`src/rtl/adc_sample_buffer.sv`:
```
// adc_sample_buffer
//   Paces conversions of the serial ADC front end, box-car averages
//   2^AVG_LOG2 raw results into one 8-bit sample, and queues the averaged
//   samples in a small FIFO drained by the MCU-side register logic.
//
// Ports
//   clk, rst        system clock, synchronous active-high reset
//   enable          run conversions while high
//   adc_start       one-cycle start pulse to the ADC front end
//   adc_data        conversion result, sampled when adc_valid=1
//   adc_valid       one-cycle result-valid pulse
//   rd_en           pop request
//   rd_data         registered FIFO head (last popped word)
//   fifo_empty      FIFO holds no entries
//   fifo_full       FIFO holds 2^FIFO_AW entries
//   fifo_count      current occupancy
//   overflow        sticky: averaged sample dropped on a full FIFO
//   timeout_err     sticky: conversion result missed TIMEOUT
//   clr_flags       clears both sticky flags (a same-cycle set wins)
//   busy            conversion FSM not idle
module adc_sample_buffer #(
  parameter int unsigned SAMPLE_PERIOD = 1000,
  parameter int unsigned AVG_LOG2      = 2,
  parameter int unsigned FIFO_AW       = 4,
  parameter int unsigned TIMEOUT       = 255
) (
  input  logic               clk,
  input  logic               rst,
  input  logic               enable,
  output logic               adc_start,
  input  logic [7:0]         adc_data,
  input  logic               adc_valid,
  input  logic               rd_en,
  output logic [7:0]         rd_data,
  output logic               fifo_empty,
  output logic               fifo_full,
  output logic [FIFO_AW:0]   fifo_count,
  output logic               overflow,
  output logic               timeout_err,
  input  logic               clr_flags,
  output logic               busy
);

  localparam int unsigned DEPTH = 1 << FIFO_AW;
  localparam int unsigned NAVG  = 1 << AVG_LOG2;
  localparam int unsigned PW    = $clog2(SAMPLE_PERIOD);
  localparam int unsigned TW    = $clog2(TIMEOUT + 1);
  localparam int unsigned ACC_W = 8 + AVG_LOG2;
  localparam int unsigned CNT_W = AVG_LOG2 + 1;

  localparam logic [PW-1:0]    PERIOD_LOAD = PW'(SAMPLE_PERIOD - 2);
  localparam logic [TW-1:0]    TMO_LAST    = TW'(TIMEOUT - 1);
  localparam logic [CNT_W-1:0] AVG_DONE    = CNT_W'(NAVG);
  localparam logic [FIFO_AW:0] FULL_COUNT  = (FIFO_AW + 1)'(DEPTH);

  typedef enum logic [1:0] {IDLE, TRIG, WAIT, PACE} state_t;

  state_t             state, state_nxt;
  logic [PW-1:0]      period_cnt;
  logic [TW-1:0]      tmo_cnt;
  logic [ACC_W-1:0]   acc;
  logic [CNT_W-1:0]   acc_n;
  logic               got_sample, tmo_hit;
  logic               push_req, pop, do_push;
  logic [7:0]         push_word;
  logic [FIFO_AW-1:0] wr_ptr, rd_ptr;
  logic [7:0]         mem [DEPTH];

  // enable low overrides everything in the active states
  assign got_sample = (state == WAIT) && enable && adc_valid;
  assign tmo_hit    = (state == WAIT) && enable && !adc_valid && (tmo_cnt == TMO_LAST);

  // State register
  always_ff @(posedge clk) begin
    if (rst) state <= IDLE;
    else     state <= state_nxt;
  end

  // Next-state logic
  always_comb begin
    state_nxt = state;
    unique case (state)
      IDLE:    if (enable) state_nxt = TRIG;
      TRIG:    state_nxt = WAIT;
      WAIT:    if (got_sample || tmo_hit) state_nxt = PACE;
      PACE:    if (period_cnt == '0) state_nxt = TRIG;
      default: state_nxt = IDLE;
    endcase
    if (state != IDLE && !enable) state_nxt = IDLE;
  end

  // Outputs
  always_comb begin
    adc_start = (state == TRIG);
    busy      = (state != IDLE);
  end

  // The TRIG cycle itself is the first tick of the period, so the counter
  // is loaded one below SAMPLE_PERIOD-1; it saturates at zero so a long
  // WAIT leaves PACE after a single cycle.
  always_ff @(posedge clk) begin
    if (rst) begin
      period_cnt <= '0;
      tmo_cnt    <= '0;
    end else begin
      if (state == TRIG)          period_cnt <= PERIOD_LOAD;
      else if (period_cnt != '0)  period_cnt <= period_cnt - PW'(1);
      if (state == TRIG)          tmo_cnt <= '0;
      else if (state == WAIT)     tmo_cnt <= tmo_cnt + TW'(1);
    end
  end

  // Accumulator: a completed average is pushed the cycle after its final
  // add, even if enable drops in that cycle.
  assign push_req  = (acc_n == AVG_DONE);
  assign push_word = acc[ACC_W-1:AVG_LOG2];

  always_ff @(posedge clk) begin
    if (rst) begin
      acc   <= '0;
      acc_n <= '0;
    end else if (push_req || !enable) begin
      acc   <= '0;
      acc_n <= '0;
    end else if (got_sample) begin
      acc   <= acc + ACC_W'(adc_data);
      acc_n <= acc_n + CNT_W'(1);
    end
  end

  // FIFO: a pop frees the slot for a same-cycle push when full; when full
  // wr_ptr==rd_ptr, and the read sees the old word.
  assign fifo_empty = (fifo_count == '0);
  assign fifo_full  = (fifo_count == FULL_COUNT);
  assign pop        = rd_en && !fifo_empty;
  assign do_push    = push_req && (!fifo_full || pop);

  always_ff @(posedge clk) begin
    if (do_push) mem[wr_ptr] <= push_word;
  end

  always_ff @(posedge clk) begin
    if (rst) begin
      wr_ptr      <= '0;
      rd_ptr      <= '0;
      fifo_count  <= '0;
      rd_data     <= '0;
      overflow    <= 1'b0;
      timeout_err <= 1'b0;
    end else begin
      if (do_push) wr_ptr <= wr_ptr + FIFO_AW'(1);
      if (pop) begin
        rd_data <= mem[rd_ptr];
        rd_ptr  <= rd_ptr + FIFO_AW'(1);
      end
      if (do_push && !pop)      fifo_count <= fifo_count + (FIFO_AW + 1)'(1);
      else if (pop && !do_push) fifo_count <= fifo_count - (FIFO_AW + 1)'(1);
      overflow    <= (push_req && fifo_full && !pop) || (overflow && !clr_flags);
      timeout_err <= tmo_hit || (timeout_err && !clr_flags);
    end
  end

endmodule

```
`config.mk`:
```
export PLATFORM = sky130hd
export DESIGN_NAME = adc_sample_buffer
export DESIGN_NICKNAME = d
export VERILOG_FILES = /design/src/rtl/adc_sample_buffer.sv
export SDC_FILE = /design/constraint.sdc
export NUM_CORES = 1
export LEC_CHECK = 0
export ABC_AREA = 1
export BUFFER_PORTS_ARGS = -buffer_cell sky130_fd_sc_hd__buf_4
export CAP_MARGIN = 20
export CORE_ASPECT_RATIO = 2
export CORE_MARGIN = 3
export CORE_UTILIZATION = 44
export DETAILED_ROUTE_END_ITERATION = 8
export PLACE_DENSITY = 0.6
export SLEW_MARGIN = 25
export SYNTH_ARGS = -nofsm -noshare
export SYNTH_HDL_FRONTEND = slang
export SYNTH_SLANG_ARGS = --single-unit
```
`constraint.sdc`:
```
create_clock -name clk -period 3.1 [get_ports clk]
set_clock_uncertainty 0.1 [all_clocks]
set_input_delay 0.465 -clock clk [delete_from_list [all_inputs] [get_ports clk]]
set_output_delay 0.465 -clock clk [all_outputs]
set_load 0.005 [all_outputs]
```
### After elaboration in Yosys (flattened, before gate mapping)

Memories as Yosys holds them, arrays and structs flattened. A register that Yosys moved wholly into a read port is not among the register bits.
Index checks and enable logic that the tools add are counted.

* reduce and logical (&&, ||, !) cells: 36
* add/sub/neg operators: 8
* muxes and demuxes: 10
* equal/unequal tests: 9

Operator list (count)
* $mux 10: 2
* $logic_and 1x1->1: 13
* $add 10x8->10: 1
* $logic_not 10->1: 1
* $mux 5: 2
* $reduce_bool 10->1: 1
* $sub 10x1->10 const B: 1
* $add 4x1->4 const B: 2
* $add 8x1->8 const B: 1
* $eq 8x8->1 const B: 1
* $pmux 2 s4: 1
* $logic_not 1->1: 7
* $mux 2: 3
* $reduce_bool 2->1: 3
* $reduce_or 2->1: 3
* $add 5x1->5 const B: 1
* $eq 5x5->1 const B: 1
* $logic_not 5->1: 1
* $logic_or 1x1->1: 5
* $sub 5x1->5 const B: 1
* $eq 2x2->1 const B: 2
* $ne 2x2->1 const B: 2
* $add 3x1->3 const B: 1
* $eq 3x3->1 const B: 1
* 5 further kinds: 6

* word-level logic and storage cells: 75
* input bits: 14
* flip-flop bits (word level): 48
* bits in writable memories: 128
* memories: 1

Memories
* mem: words 16, bits a word 8, read ports 1, clocked after memory_dff 1, wr ports 1, line 67 `logic [7:0] mem [DEPTH];`

### Logic depth before layout (Yosys ltp)

Gate-level depths: netlist (run 1).

* depth after elaboration: 9
* mapped depth: 14
* gate-level depth less buffers: 14

### Worst setup path after synthesis (run 1)

Ideal clock, no wire load.

* path kind: reg-to-reg
* start point: reg fifo_count[0]
* end point: reg fifo_count[3]
* setup slack: 835 ps
* library setup time: 115 ps
* cell stages (with the launch flop): 15
* arrival: 2050 ps
* buffers on the path: 0
* data required time: 2885 ps
* cell sequence: dfxtp_1 -> nor2_1 -> nand3_1 -> nor2_2 -> nand2_1 -> nand2_2 -> inv_2 -> ha_1 -> inv_1 -> ha_1 -> a21oi_1 -> nand2_1 -> xor2_1 -> o21ai_0 -> inv_1

* elaborated cells on any way between the ends: 16

RTL lines
* start: declaration: line 37 `output logic [FIFO_AW:0] fifo_count,`
* start signal: assignment: line 156 `if (do_push && !pop) fifo_count <= fifo_count + (FIFO_AW + 1)'(1);`
* start signal: assignment: line 157 `else if (pop && !do_push) fifo_count <= fifo_count - (FIFO_AW + 1)'(1);`
* $eq 5x5->1 *: line 134 `assign fifo_full = (fifo_count == FULL_COUNT);`
* via fifo_full: line 36 `output logic fifo_full,`
* $logic_not 1->1 *: line 136 `assign do_push = push_req && (!fifo_full || pop);`
* $logic_or 1x1->1 *: line 136
* $logic_and 1x1->1 *: line 136
* via do_push: line 64 `logic push_req, pop, do_push;`
* $logic_not 1->1: line 157
* $logic_and 1x1->1: line 157
* $reduce_bool 2->1 (no line)

Mark *: on every way through the listed nets, which the timed path passes. The rest lies on a longest branch. The select of a mux whose other input is x is not followed.
A chain may end at the register's enable or synchronous reset.

### Final worst setup path (run 1)

* start point: reg fifo_count[0]
* end point: reg fifo_count[4]

* cells in the longest elaborated chain, start to end: 8
* elaborated cells on any way between the ends: 16

Ends and longest elaborated chain
* $logic_not 5->1: line 133 `assign fifo_empty = (fifo_count == '0);`
* $logic_not 1->1: line 135 `assign pop = rd_en && !fifo_empty;`
* $logic_and 1x1->1: line 135
* $logic_or 1x1->1 *: line 136
* $logic_and 1x1->1 *: line 136
* via do_push: line 64
* $logic_not 1->1: line 157
* $logic_and 1x1->1: line 157
* $reduce_bool 2->1 (no line)

Marks and branches as above.

==> flow_summary.toml, run 1 <==
[status]
outcome = "complete, no violations"

[worst_setup_path]
end_kind = "flop"
critPathMaxFanout = 9
r2r-end = "fifo_count[4]"
critical_path.startpoint = "fifo_count[0]"
startpoint_type = "flop"
crit_arrival_ns = 2.83
rr_worst_depth = 12
crit-reg2reg-launch = "fifo_count[0]"
ff2ff_setup_slack_ns = 0.53
worstSetupPathType = "flop to flop"
critPathRequiredTime_ns = 3.36
cp-endpoint = "fifo_count[4]"

[floorplan]
core_area_um2 = 19010
die_y_um = 204.1
initial_core_util_pct = 45.43
dieArea_um2 = 21450
fp-row-count = 71
ios = 33
die_width_um = 105.1

[route]
wl_per_cell_um = 15.46
drc = 0
dr.pass1.iters = 4
totalWireLength_mm = 19.52
antenna_left = 0
drt_iter0_markers = 201
route.vias.total = 6157
via_per_inst = 4.875

[sta]
post-route-min-period_ns = 2.567
max-slew-margin-rel_pct = 42.26
slew_viol_final = 0
setup_violations = 0
fin_tns_setup_ns = 0
worst_pin_slew_ns = 0.8649
fmax_mhz = 389.6
whs_ns = 0.1950
rsz0062_at_grt = "no"
hold_violations = 0
fin_crit_sh_pct = 82.81

[grt]
globalRouteTotalUtil_pct = 18.90
grt-ovfl-total = 0
grt_start_max_net_pins = 67
grt_first_pass_wirelength_mm = 30.80
antenna_found_initial = 0
grt_pass1_vias = 5926

[yosys]
syn_area_um2 = 8636
syn-num-nets = 1004
yosys_register_bits = 184
seq_area_frac_synth_pct = 57.49
syn_inst = 960
avgSynthCellArea_um2 = 8.996
yosysWarnings = 0
synth_cell_types = 35

[cells_and_area]
fillers = 1863
stdcell_area_um2 = 9688
fin_nets = 1039
utilization_pct = 50.96
diodes = 0
regArea_um2 = 4966
drive_gt1_share_pct = 9.425
layout.cells.non_filler = 1263
multi_input_area_um2 = 2933
area_growth_pct = 12.18

[min_path]
hp-start = "clr_flags"
min_path_type = "primary input to flop"

[clock_tree]
cts_buffers = 17
hold_buffers = 0
clkSlewWorstSetupHoldPaths_ns = 0.07
clockRootBuffer = "clkbuf_16"
clk_latency_ns = 0.43
post_cts_resized = 0
cts_max_level = 4
clockBufferDepth = 2
cts_tree = "built"
cts.sinks = 184
cts_setup_buffers = 0

[power_and_ir_drop]
p_leak_nw = 4.305
ir_worst_vdd_mv = 0.6057
powerDensity_nw_per_um2 = 722.0

[place]
dp_hpwl_mm = 13.76
portBuffers = 32
gp_congestion = 0.8401
dp.cells = 1231
dpl_cell_area_um2 = 9111

[run]
drv_cap = 0
## critical path, cell delays in order (launching register included)
cell	delay (ns)
dfxtp_1	0.34
nor2_1	0.18
nand3_1	0.11
nor2_2	0.14
nand2_1	0.08
nand2_2	0.15
inv_2	0.09
ha_1	0.26
fa_1	0.42
o21ai_0	0.28
xor2_1	0.18
nand2_1	0.06
a21oi_1	0.11
## report_power, final
group	leakage [nW]	switching, W	internal, W
Clock	0.281	0.000924	0.00119
Sequential	1.77	0.000133	0.00277
Combinational	2.25	0.00128	0.000692
Total	4.31	0.00234	0.00466
## flip-flops by register name, summed over array words and instances, names as in the netlist
name / count
acc: 10
acc_n: 3
fifo_count: 5
mem: 128
overflow: 1
period_cnt: 10
rd_data: 8
rd_ptr: 4
state: 2
timeout_err: 1
tmo_cnt: 8
wr_ptr: 4
## logic make-up (layout without fill, tap and decap cells)
| family | after synthesis | in the layout | share of synthesized area (%) |
|---|---|---|---|
| compound gates | 72 | 72 | 4.419 |
| xor+xnor | 14 | 14 | 1.420 |
| fa+ha+maj | 30 | 30 | 4.520 |
| buf+inv | 174 | 222 | 8.548 |
| flops | 184 | 184 | 57.49 |
| simple gates | 486 | 486 | 23.60 |
## per-layer routing
layer,GRT usage [%],vias to the layer above,wire (um)
li1,-,3163,-
met1,18.77,2878,6849
met2,38.01,89,11580
met3,2.877,27,537
met4,7.696,0,554
met5,0,-,0
## final cells by class
class,instances,area share [%]
clock inverters,14,1.524
flip-flops and latches,184,51.26
clock buffers,18,4.430
well taps,255,3.293
inverters,142,5.502
repair buffers,48,3.719
multi-input cells,602,30.27
## worst min path at each step
| stage | endpoint | slack, ns | cells after the start |
|---|---|---|---|
| after global placement | period_cnt[0] | 0.35 | 2 |
| after CTS | timeout_err | 0.18 | 4 |
| final | timeout_err | 0.19 | 4 |
| after floorplan | period_cnt[0] | 0.34 | 2 |
| after detailed placement | period_cnt[0] | 0.36 | 2 |
| after global routing | timeout_err | 0.20 | 4 |
## metrics by stage
stage | worst slack (ns) | power (W)
floorplan | 0.8348 | 0.004384
global placement | 0.5574 | 0.004946
detailed placement | 0.5341 | 0.004958
CTS | 0.5141 | 0.007067
global route | 0.3389 | 0.007414
finish | 0.5329 | 0.006995
## synth_stat cells
cell type	instances	area share (%)
nor3b_2	1	0.14
inv_2	4	0.17
a31oi_1	1	0.072
buf_6	5	0.65
a21o_1	1	0.087
xor2_1	10	1.0
nand3_2	1	0.12
nor2_1	62	2.7
nand2_2	3	0.22
o21a_1	2	0.17
nand4_1	3	0.22
buf_2	14	0.81
a21oi_1	40	2.3
clkbuf_1	4	0.17
clkinv_1	3	0.13
nor2_4	1	0.13
ha_1	28	4.1
nor2_2	3	0.22
inv_1	135	5.9
buf_1	1	0.043
nand2_4	1	0.13
nand3_1	111	6.4
or2_4	1	0.10
xnor2_1	4	0.41
nand2_1	288	13
a211oi_1	2	0.17
nor3_1	8	0.46
o21ai_0	23	1.3
dfxtp_1	56	13
and3_1	3	0.22
buf_4	8	0.70
a21boi_0	1	0.087
o21bai_1	2	0.17
edfxtp_1	128	45
fa_1	2	0.46
## cell usage in the layout (no fill, tap or decap), drive strengths merged, types with 23 or more instances in the layout
cell type and n:
nor2 66, o21ai 23, nand2 292, edfxtp 128, ha 28, dfxtp 56
a21oi 40, inv 143, nand3 112, buf 48
(Power assumes the default switching activity.)
==> run 2: changes to the inputs <==
Clock period 3.1 ns to 2.4 ns, I/O delays scaled along.
==> flow_summary.toml, run 2 (synthesis gave the netlist of run 1 again) <==
[worst_setup_path]
crit_family = "adder cells"
max_stage_delay_ns = 0.40
critPathMaxFanout = 3
crit_slowest_cell = "fa_1"
critPathBufInv = 1
startpoint_type = "flop"
end_kind = "flop"
crit_chain = "nor2_2, nand3_1, nor2_2, nand2_1, nand2_2, inv_2, ha_2, fa_1, o21ai_1, xor2_1, nand2_1, a21oi_1"
worstSetupPathType = "flop to flop"
crit_arrival_ns = 2.44
critPathRequiredTime_ns = 2.67

[cells_and_area]
utilization_pct = 52.01
diodes = 0
largest_registers = "mem (128), acc (10), period_cnt (10)"
regMostFlops = "mem"
drive_gt1_share_pct = 11.42
largest_register_ffs = 128
final_cell_mix = "288 x nand2_1, 132 x inv_1, 128 x edfxtp_1, 111 x nand3_1, 72 x buf_4"
fin_nets = 1064
layout.cells.non_filler = 1288
area_growth_pct = 14.50
final_common_cell = "nand2_1"

[place]
dp.cells = 1255
portBuffers = 32
dp_hpwl_mm = 13.66
gp_congestion = 0.8465
dp_slack_ns = 0.03615

[clock_tree]
cts.sinks = 184
hold_buffers = 0
cts_tree = "built"
clockRootBuffer = "clkbuf_16"
cts_max_level = 4
clkSlewWorstSetupHoldPaths_ns = 0.07
clk_latency_ns = 0.43
clockBufferDepth = 2
cts_buffers = 17

[route]
totalWireLength_mm = 19.53
drt_iter0_markers = 295
route.vias.total = 6215
via_per_inst = 4.825
antenna_left = 0
drc = 0
wl_per_cell_um = 15.16
dr.pass1.iters = 5

[run]
drv_cap = 0

[sta]
post-route-min-period_ns = 2.174
fin_crit_sh_pct = 90.58
hold_violations = 0
rsz0062_at_grt = "yes"
max-slew-margin-rel_pct = 61.14
fmax_mhz = 460.0
fin_ws_ns = 0.2261
slew_viol_final = 0
worst_pin_slew_ns = 0.5793
setup_violations = 0

[floorplan]
core_area_um2 = 19010
die_width_um = 105.1
ios = 33
initial_core_util_pct = 45.43
die_y_um = 204.1
dieArea_um2 = 21450
fp-row-count = 71

[power_and_ir_drop]
powerDensity_nw_per_um2 = 924.3
p_leak_nw = 4.433
ir_worst_vdd_mv = 0.6278

[min_path]
min_path_type = "primary input to flop"

[grt]
grt_pass1_vias = 6063
grt_first_pass_wirelength_mm = 31.08
antenna_found_initial = 0
grt_start_max_net_pins = 67
grt-ovfl-total = 0
globalRouteTotalUtil_pct = 19.16

[status]
outcome = "complete, no violations"
## run 2: final timing paths
path | endpoint | cells past startpoint | start | slack, ns
max | fifo_count[4] | 12 | fifo_count[0] | 0.23
min | timeout_err | 4 | clr_flags | 0.08
max reg2reg | fifo_count[4] | 12 | fifo_count[0] | 0.23
min reg2reg | period_cnt[0] | 2 | period_cnt[0] | 0.36
## run 2: where the power goes
group | total (W) | internal [W] | switching, W | leakage [nW]
Clock | 0.00275 | 0.00163 | 0.00113 | 0.275
Combinational | 0.00265 | 0.000964 | 0.00168 | 2.38
Sequential | 0.00374 | 0.00358 | 0.000159 | 1.78
## run 2: metal layers
| metal | share of wire (%) | routed length (um) | track usage (%) | vias to the layer above |
|---|---|---|---|---|
| met5 | 0 | 0 | 0 | - |
| met4 | 5.2 | 1016 | 11.31 | 0 |
| met3 | 2.3 | 459 | 2.909 | 55 |
| met2 | 55 | 10760 | 36.47 | 97 |
| met1 | 37 | 7294 | 19.35 | 2850 |
| li1 | - | - | - | 3213 |
## run 2: area by class of cell
cell class / instances / area, um2
multi-input cells: 602 / 2938
clock buffers: 22 / 444.2
clock inverters: 10 / 127.6
flip-flops and latches: 184 / 4966
inverters: 142 / 533.0
repair buffers: 73 / 560.5
fillers: 1817 / 9123
well taps: 255 / 319.1
## run 2: timing repair
action,in CTS,in global routing
setup buffers,0,1
setup endpoints to repair,0,2
gates resized for setup,0,7
## run 2: metrics by stage
step / hold slack (ns) / TNS [ns] / total power, W / cell area (um2)
2_1_floorplan: 0.3390 / 0 / 0.005655 / 8636
3_3_place_gp: 0.3466 / 0 / 0.006438 / 9304
3_5_place_dp: 0.3522 / 0 / 0.006461 / 9304
4_1_cts: 0.06928 / 0 / 0.009204 / 9876
5_1_grt: 0.1203 / -0.01537 / 0.009673 / 9888
6_report: 0.08222 / 0 / 0.009139 / 9888
## run 2: tightest hold or removal path: stages
cell and delay (ns):
buf_4 0.07, inv_1 0.04, nand2_1 0.05, a21oi_1 0.05
